===== config.mk =====
export PLATFORM = sky130hd
export DESIGN_NAME = ddr_arbiter_flat
export DESIGN_NICKNAME = d
export VERILOG_FILES = /design/src/rtl/ddr_arb_pkg.sv /design/src/rtl/ddr_arb_if.sv /design/src/rtl/ddr_arb_pick.sv /design/src/rtl/ddr_arbiter.sv /design/src/flat_wrapper.sv
export SDC_FILE = /design/constraint.sdc
export NUM_CORES = 1
export LEC_CHECK = 0
export ABC_AREA = 1
export CORE_MARGIN = 8
export CORE_UTILIZATION = 42
export DETAILED_ROUTE_END_ITERATION = 8
export PLACE_DENSITY_LB_ADDON = 0.3
export REMOVE_ABC_BUFFERS = 1
export SYNTH_ARGS = -nofsm -noshare
export SYNTH_HDL_FRONTEND = slang
export SYNTH_SLANG_ARGS = --single-unit

===== constraint.sdc =====
create_clock -name clk -period 1.63 [get_ports clk]
set_input_delay 0.163 -clock clk [delete_from_list [all_inputs] [get_ports clk]]
set_output_delay 0.163 -clock clk [all_outputs]
set_load 0.01 [all_outputs]

===== src/rtl/ddr_arb_pkg.sv =====
// Shared types and default widths for the DDR port arbiter between
// instruction fetch and load/store.
package ddr_arb_pkg;

  localparam int DEF_INDEX_W = 19;
  localparam int DEF_DATA_W  = 64;

  typedef enum logic [1:0] {
    IDLE,
    BUSY_IF,
    BUSY_LS,
    DRAIN
  } arb_state_e;

  typedef enum logic {
    REQ_IF,
    REQ_LS
  } req_id_e;

endpackage


===== src/rtl/ddr_arb_if.sv =====
// Bundle of the IF, LS and DDR handshake signals around the arbiter.
// slave: the arbiter's view; master: the surrounding requesters and DDR.
interface ddr_arb_if #(
  parameter int INDEX_W = ddr_arb_pkg::DEF_INDEX_W,
  parameter int DATA_W  = ddr_arb_pkg::DEF_DATA_W
);

  logic                if_valid;
  logic [INDEX_W-1:0]  if_index;
  logic                if_flush;
  logic                if_ready;
  logic [DATA_W-1:0]   if_rdata;

  logic                ls_valid;
  logic                ls_write;
  logic [INDEX_W-1:0]  ls_index;
  logic [DATA_W-1:0]   ls_wdata;
  logic [DATA_W/8-1:0] ls_wmask;
  logic                ls_ready;
  logic [DATA_W-1:0]   ls_rdata;

  logic                ddr_valid;
  logic                ddr_write;
  logic [INDEX_W-1:0]  ddr_index;
  logic [DATA_W-1:0]   ddr_wdata;
  logic [DATA_W/8-1:0] ddr_wmask;
  logic                ddr_ready;
  logic [DATA_W-1:0]   ddr_rdata;

  modport slave (
    input  if_valid, if_index, if_flush,
    output if_ready, if_rdata,
    input  ls_valid, ls_write, ls_index, ls_wdata, ls_wmask,
    output ls_ready, ls_rdata,
    output ddr_valid, ddr_write, ddr_index, ddr_wdata, ddr_wmask,
    input  ddr_ready, ddr_rdata
  );

  modport master (
    output if_valid, if_index, if_flush,
    input  if_ready, if_rdata,
    output ls_valid, ls_write, ls_index, ls_wdata, ls_wmask,
    input  ls_ready, ls_rdata,
    input  ddr_valid, ddr_write, ddr_index, ddr_wdata, ddr_wmask,
    output ddr_ready, ddr_rdata
  );

endinterface


===== src/rtl/ddr_arb_pick.sv =====
// Combinational grant picker. DDR_ARB_RR_EN selects round-robin on conflict;
// otherwise LS has fixed priority and last_grant is ignored.
module ddr_arb_pick
  import ddr_arb_pkg::*;
(
  input  logic    if_req_i,
  input  logic    ls_req_i,
  input  req_id_e last_grant_i,
  output logic    grant_vld_o,
  output req_id_e grant_id_o
);

`ifdef DDR_ARB_RR_EN
  always_comb begin
    grant_vld_o = if_req_i | ls_req_i;
    grant_id_o  = REQ_LS;
    if (if_req_i && ls_req_i) begin
      grant_id_o = (last_grant_i == REQ_LS) ? REQ_IF : REQ_LS;
    end else if (if_req_i) begin
      grant_id_o = REQ_IF;
    end
  end
`else
  logic unused_last_grant;
  assign unused_last_grant = (last_grant_i == REQ_IF);

  always_comb begin
    grant_vld_o = if_req_i | ls_req_i;
    grant_id_o  = REQ_LS;
    if (if_req_i && !ls_req_i) begin
      grant_id_o = REQ_IF;
    end
  end
`endif

endmodule


===== src/rtl/ddr_arbiter.sv =====
// Shares one DDR request port between IF and LS, one access at a time.
// Arbitration mode set by DDR_ARB_RR_EN (see ddr_arb_pick).
module ddr_arbiter
  import ddr_arb_pkg::*;
#(
  parameter int INDEX_W = DEF_INDEX_W,
  parameter int DATA_W  = DEF_DATA_W
) (
  input logic      clk,
  input logic      rst_n,
  ddr_arb_if.slave bus
);

  arb_state_e          state_q, state_d;
  req_id_e             last_grant_q, last_grant_d;
  logic                if_ready_q, if_ready_d;
  logic                ls_ready_q, ls_ready_d;
  logic                if_mask_q, if_mask_d;
  logic                ls_mask_q, ls_mask_d;
  logic [DATA_W-1:0]   if_rdata_q, if_rdata_d;
  logic [DATA_W-1:0]   ls_rdata_q, ls_rdata_d;
  logic                ddr_valid_q, ddr_valid_d;
  logic                ddr_write_q, ddr_write_d;
  logic [INDEX_W-1:0]  ddr_index_q, ddr_index_d;
  logic [DATA_W-1:0]   ddr_wdata_q, ddr_wdata_d;
  logic [DATA_W/8-1:0] ddr_wmask_q, ddr_wmask_d;

  logic    if_req, ls_req, grant_vld;
  req_id_e grant_id;

  // Requesters see ready one edge late and drop valid one edge after that,
  // so valid is ignored both in the ready cycle and the one following it.
  assign if_req = bus.if_valid & ~bus.if_flush & ~(if_ready_q | if_mask_q);
  assign ls_req = bus.ls_valid & ~(ls_ready_q | ls_mask_q);

  ddr_arb_pick u_pick (
    .if_req_i     (if_req),
    .ls_req_i     (ls_req),
    .last_grant_i (last_grant_q),
    .grant_vld_o  (grant_vld),
    .grant_id_o   (grant_id)
  );

  always_ff @(posedge clk or negedge rst_n) begin
    if (!rst_n) begin
      state_q      <= IDLE;
      last_grant_q <= REQ_LS;
      if_ready_q   <= 1'b0;
      ls_ready_q   <= 1'b0;
      if_mask_q    <= 1'b0;
      ls_mask_q    <= 1'b0;
      if_rdata_q   <= '0;
      ls_rdata_q   <= '0;
      ddr_valid_q  <= 1'b0;
      ddr_write_q  <= 1'b0;
      ddr_index_q  <= '0;
      ddr_wdata_q  <= '0;
      ddr_wmask_q  <= '0;
    end else begin
      state_q      <= state_d;
      last_grant_q <= last_grant_d;
      if_ready_q   <= if_ready_d;
      ls_ready_q   <= ls_ready_d;
      if_mask_q    <= if_mask_d;
      ls_mask_q    <= ls_mask_d;
      if_rdata_q   <= if_rdata_d;
      ls_rdata_q   <= ls_rdata_d;
      ddr_valid_q  <= ddr_valid_d;
      ddr_write_q  <= ddr_write_d;
      ddr_index_q  <= ddr_index_d;
      ddr_wdata_q  <= ddr_wdata_d;
      ddr_wmask_q  <= ddr_wmask_d;
    end
  end

  always_comb begin
    state_d      = state_q;
    last_grant_d = last_grant_q;
    if_ready_d   = 1'b0;
    ls_ready_d   = 1'b0;
    if_mask_d    = if_ready_q;
    ls_mask_d    = ls_ready_q;
    if_rdata_d   = if_rdata_q;
    ls_rdata_d   = ls_rdata_q;
    ddr_valid_d  = ddr_valid_q;
    ddr_write_d  = ddr_write_q;
    ddr_index_d  = ddr_index_q;
    ddr_wdata_d  = ddr_wdata_q;
    ddr_wmask_d  = ddr_wmask_q;

    unique case (state_q)
      IDLE: begin
        if (grant_vld) begin
          last_grant_d = grant_id;
          ddr_valid_d  = 1'b1;
          if (grant_id == REQ_LS) begin
            ddr_write_d = bus.ls_write;
            ddr_index_d = bus.ls_index;
            ddr_wdata_d = bus.ls_wdata;
            ddr_wmask_d = bus.ls_wmask;
            state_d     = BUSY_LS;
          end else begin
            ddr_write_d = 1'b0;
            ddr_index_d = bus.if_index;
            ddr_wdata_d = '0;
            ddr_wmask_d = '0;
            state_d     = BUSY_IF;
          end
        end
      end
      BUSY_IF: begin
        if (bus.ddr_ready) begin
          ddr_valid_d = 1'b0;
          state_d     = IDLE;
          // A flush landing with the completion still discards the data.
          if (!bus.if_flush) begin
            if_ready_d = 1'b1;
            if_rdata_d = bus.ddr_rdata;
          end
        end else if (bus.if_flush) begin
          state_d = DRAIN;
        end
      end
      BUSY_LS: begin
        if (bus.ddr_ready) begin
          ddr_valid_d = 1'b0;
          ls_ready_d  = 1'b1;
          state_d     = IDLE;
          if (!ddr_write_q) begin
            ls_rdata_d = bus.ddr_rdata;
          end
        end
      end
      DRAIN: begin
        if (bus.ddr_ready) begin
          ddr_valid_d = 1'b0;
          state_d     = IDLE;
        end
      end
      default: state_d = IDLE;
    endcase
  end

  assign bus.if_ready  = if_ready_q;
  assign bus.if_rdata  = if_rdata_q;
  assign bus.ls_ready  = ls_ready_q;
  assign bus.ls_rdata  = ls_rdata_q;
  assign bus.ddr_valid = ddr_valid_q;
  assign bus.ddr_write = ddr_write_q;
  assign bus.ddr_index = ddr_index_q;
  assign bus.ddr_wdata = ddr_wdata_q;
  assign bus.ddr_wmask = ddr_wmask_q;

endmodule


===== src/flat_wrapper.sv =====
// flat-port wrapper written by rule: the top's interface ports become plain ports
module ddr_arbiter_flat import ddr_arb_pkg::*;
#(
  parameter int INDEX_W = DEF_INDEX_W,
  parameter int DATA_W  = DEF_DATA_W
)
  (clk, rst_n, bus_if_valid, bus_if_index, bus_if_flush, bus_if_ready, bus_if_rdata, bus_ls_valid, bus_ls_write, bus_ls_index, bus_ls_wdata, bus_ls_wmask, bus_ls_ready, bus_ls_rdata, bus_ddr_valid, bus_ddr_write, bus_ddr_index, bus_ddr_wdata, bus_ddr_wmask, bus_ddr_ready, bus_ddr_rdata);
  ddr_arb_if #(.INDEX_W(INDEX_W), .DATA_W(DATA_W)) bus_i ();
  input logic clk;
  input logic rst_n;
  input wire logic [$bits(bus_i.if_valid)-1:0] bus_if_valid;
  input wire logic [$bits(bus_i.if_index)-1:0] bus_if_index;
  input wire logic [$bits(bus_i.if_flush)-1:0] bus_if_flush;
  output wire logic [$bits(bus_i.if_ready)-1:0] bus_if_ready;
  output wire logic [$bits(bus_i.if_rdata)-1:0] bus_if_rdata;
  input wire logic [$bits(bus_i.ls_valid)-1:0] bus_ls_valid;
  input wire logic [$bits(bus_i.ls_write)-1:0] bus_ls_write;
  input wire logic [$bits(bus_i.ls_index)-1:0] bus_ls_index;
  input wire logic [$bits(bus_i.ls_wdata)-1:0] bus_ls_wdata;
  input wire logic [$bits(bus_i.ls_wmask)-1:0] bus_ls_wmask;
  output wire logic [$bits(bus_i.ls_ready)-1:0] bus_ls_ready;
  output wire logic [$bits(bus_i.ls_rdata)-1:0] bus_ls_rdata;
  output wire logic [$bits(bus_i.ddr_valid)-1:0] bus_ddr_valid;
  output wire logic [$bits(bus_i.ddr_write)-1:0] bus_ddr_write;
  output wire logic [$bits(bus_i.ddr_index)-1:0] bus_ddr_index;
  output wire logic [$bits(bus_i.ddr_wdata)-1:0] bus_ddr_wdata;
  output wire logic [$bits(bus_i.ddr_wmask)-1:0] bus_ddr_wmask;
  input wire logic [$bits(bus_i.ddr_ready)-1:0] bus_ddr_ready;
  input wire logic [$bits(bus_i.ddr_rdata)-1:0] bus_ddr_rdata;
  assign bus_i.if_valid = bus_if_valid;
  assign bus_i.if_index = bus_if_index;
  assign bus_i.if_flush = bus_if_flush;
  assign bus_if_ready = bus_i.if_ready;
  assign bus_if_rdata = bus_i.if_rdata;
  assign bus_i.ls_valid = bus_ls_valid;
  assign bus_i.ls_write = bus_ls_write;
  assign bus_i.ls_index = bus_ls_index;
  assign bus_i.ls_wdata = bus_ls_wdata;
  assign bus_i.ls_wmask = bus_ls_wmask;
  assign bus_ls_ready = bus_i.ls_ready;
  assign bus_ls_rdata = bus_i.ls_rdata;
  assign bus_ddr_valid = bus_i.ddr_valid;
  assign bus_ddr_write = bus_i.ddr_write;
  assign bus_ddr_index = bus_i.ddr_index;
  assign bus_ddr_wdata = bus_i.ddr_wdata;
  assign bus_ddr_wmask = bus_i.ddr_wmask;
  assign bus_i.ddr_ready = bus_ddr_ready;
  assign bus_i.ddr_rdata = bus_ddr_rdata;
  ddr_arbiter #(.INDEX_W(INDEX_W), .DATA_W(DATA_W)) u_core (.clk(clk), .rst_n(rst_n), .bus(bus_i));
endmodule

==> flow_summary.ini <==
[timing]
worst_pin_slew_ps = 443
drv_slew = 0
relSlewSlack_pct = 70.5
fmax_mhz = 625
finalHoldViolCount = 0
min_period_over_period_pct = 98.1
setup_viol = 0
fin_skew_ps = 11.0
post-route-min-period_ps = 1600
timing.setup.tns_ps = 0

[synthesis]
synth_cells = 978
synth-seq-cells = 227
yosys.cell_types.count = 12
yosysSeqAreaShare_pct = 63.9
syn_avg_cell_area_sq_um = 9.09
yosys_warnings = 0
syn_area_sq_mm = 0.00889

[floorplanning]
num_rows = 53
die_y_microns = 161
initial_core_util_pct = 42.5
fp.dieArea_sq_mm = 0.0261
die_w_microns = 161
io_pins = 404
coreArea_sq_mm = 0.0209

[critical_path]
end_kind = primary output
crit_fanout = 2
cp_slowest_cell = clkdlybuf4s50_1
max_stage_delay_ps = 570
arrival_ps = 1440
critPathKind = register to primary output
cpLargestDelayFamily = buffers and inverters
startpoint_type = register
critPathRequiredTime_ps = 1470
cp_num_buf_inv = 1
cp_cell_sequence = clkdlybuf4s50_1

[power]
powerDensity_mw_per_mm2 = 1800
peakVddDrop_mv = 1.05
p_leak_nw = 8.12

[placement]
detailed_place_hpwl_mm = 22.1
port_buffers = 403
place.gp.congestion = 0.831

[grt]
grt_use_total_pct = 22.1
antenna_found_initial = 1
grt_max_degree = 97
grt_pass1_vias = 8287
grt_overflow_total = 0
grt_pass1_wl_mm = 46.1

[layout]
area_delta_synth_final_pct = 61.6
finalNetCount = 1573
final_layout_size_suffix_gt1_share_pct = 5.68
final_core_util_pct = 68.7

[clock_tree]
cts_buffer_depth = 3
cts_made_buffers = 25
worstSkewPairLatency_ps = 510
clk_pin_slew_ps = 60
cts_tree = yes
cts_root_buf = clkbuf_16
clock_sinks = 227
h-tree-depth = 1

[detailed_routing]
dr.pass1.iters = 5
drc = 0
wl_mm = 29.8
vias = 7913
ant_nets = 0
wl_per_cell_microns = 17.7
avgViaCountPerCell = 4.70
drt_iter0_drc = 453

[run_status]
status = finished clean

[job]
maxCapViolations = 0

[min_path]
hold_class = input port to async pin
metal layers:
metal  global-route usage (%)  up-vias  routed length [microns]
li1                         -     3838                        -
met5                        0        -                        0
met4                     11.3        0                     1490
met3                     6.18       86                     2110
met1                     25.0     3706                    11200
met2                     37.8      283                    15000
cell usage in the layout (no fill, tap or decap), drive strengths merged:
| cell type | synthesis | routed |
|---|---|---|
| dlygate4sd3 | 0 | 1 |
| clkinv | 0 | 4 |
| bufinv | 0 | 2 |
| nand2 | 314 | 314 |
| buf | 34 | 37 |
| nor3 | 1 | 1 |
| nor2 | 9 | 9 |
| diode | 0 | 1 |
| dlygate4sd2 | 0 | 32 |
| dfrtp | 227 | 227 |
| o21ai | 202 | 202 |
| clkbuf | 19 | 36 |
| clkdlybuf4s50 | 0 | 290 |
| nand3 | 24 | 24 |
| dlymetal6s2s | 0 | 80 |
| inv | 148 | 149 |
registers in the layout (all words and copies together) (netlist names):
name,flops
u_core.bus.ddr_index,19
u_core.bus.ddr_valid,1
u_core.bus.ddr_wdata,64
u_core.bus.ddr_wmask,8
u_core.bus.ddr_write,1
u_core.bus.if_rdata,64
u_core.bus.if_ready,1
u_core.bus.ls_rdata,64
u_core.bus.ls_ready,1
u_core.if_mask_q,1
u_core.ls_mask_q,1
u_core.state_q,2
final timing paths:
kind                                          start  slack (ps)                        to  cells after the start
setup reg to reg                u_core.bus.ls_ready          90  u_core.bus.ddr_wdata[62]                      7
setup / recovery           u_core.bus.ddr_wdata[48]          30         bus_ddr_wdata[48]                      1
hold reg to reg                 u_core.bus.if_ready         440          u_core.if_mask_q                      0
min in group clk                   bus_ls_wdata[25]         200  u_core.bus.ddr_wdata[25]                      3
max in group asynchronous                     rst_n         840   u_core.bus.ddr_wdata[7]                      3
hold / removal                                rst_n         140   u_core.bus.ls_rdata[32]                      2
logic make-up (layout without fill, tap and decap cells):
| logic type | after synthesis | count (layout) | synth area share [%] |
|---|---|---|---|
| buf+inv | 201 | 631 | 9.53 |
| simple gates | 348 | 348 | 15.2 |
| other cells | 0 | 1 | 0 |
| flops | 227 | 227 | 63.9 |
| compound gates | 202 | 202 | 11.4 |
area by class of cell:
cell class / count / area [sq um]
antenna: 1 / 2.50
timing repair buffer: 440 / 4580
inverter: 148 / 556
clock buffer: 36 / 727
tap: 275 / 344
sequential: 227 / 5680
fill: 1598 / 6530
clock inverter: 7 / 88.8
multi-input combinational: 550 / 2380
Yosys cell counts, drive strengths merged:
cell / count / area share, %
nand2: 314 / 13
inv: 148 / 6.3
nor3: 1 / 0.11
o21ai: 202 / 11
nor2: 9 / 0.38
nand3: 24 / 1.4
buf: 34 / 2.5
clkbuf: 19 / 0.80
dfrtp: 227 / 64
timing repair:
item                                    CTS  global route
gates resized for setup                  32            80
hold buffers                              1             0
cloned                                    0             0
buffers inserted                          0             0
endpoints found under the setup margin   32            80
endpoints found under the hold margin   227             0
where the power goes:
part	internal [mW]	leakage (nW)	switching, mW
clock	3.39	0.406	2.18
combinational	5.43	4.82	5.41
sequential	8.07	2.89	1.31
total	16.9	8.12	8.90
per-stage QoR:
step	cells	setup slack [ps]	cell area (sq um)	power, mW	hold WS (ps)
after detailed placement	1639	37.8	13400	20.8	100
after floorplan	925	-1750	8590	13.5	-133
after global placement	1639	94.0	13400	20.5	108
final	1684	31.0	14400	25.8	143
after global routing	1684	-4.09	14400	27.5	162
after CTS	1683	0.870	14200	26.3	144
(Power assumes the default switching activity.)
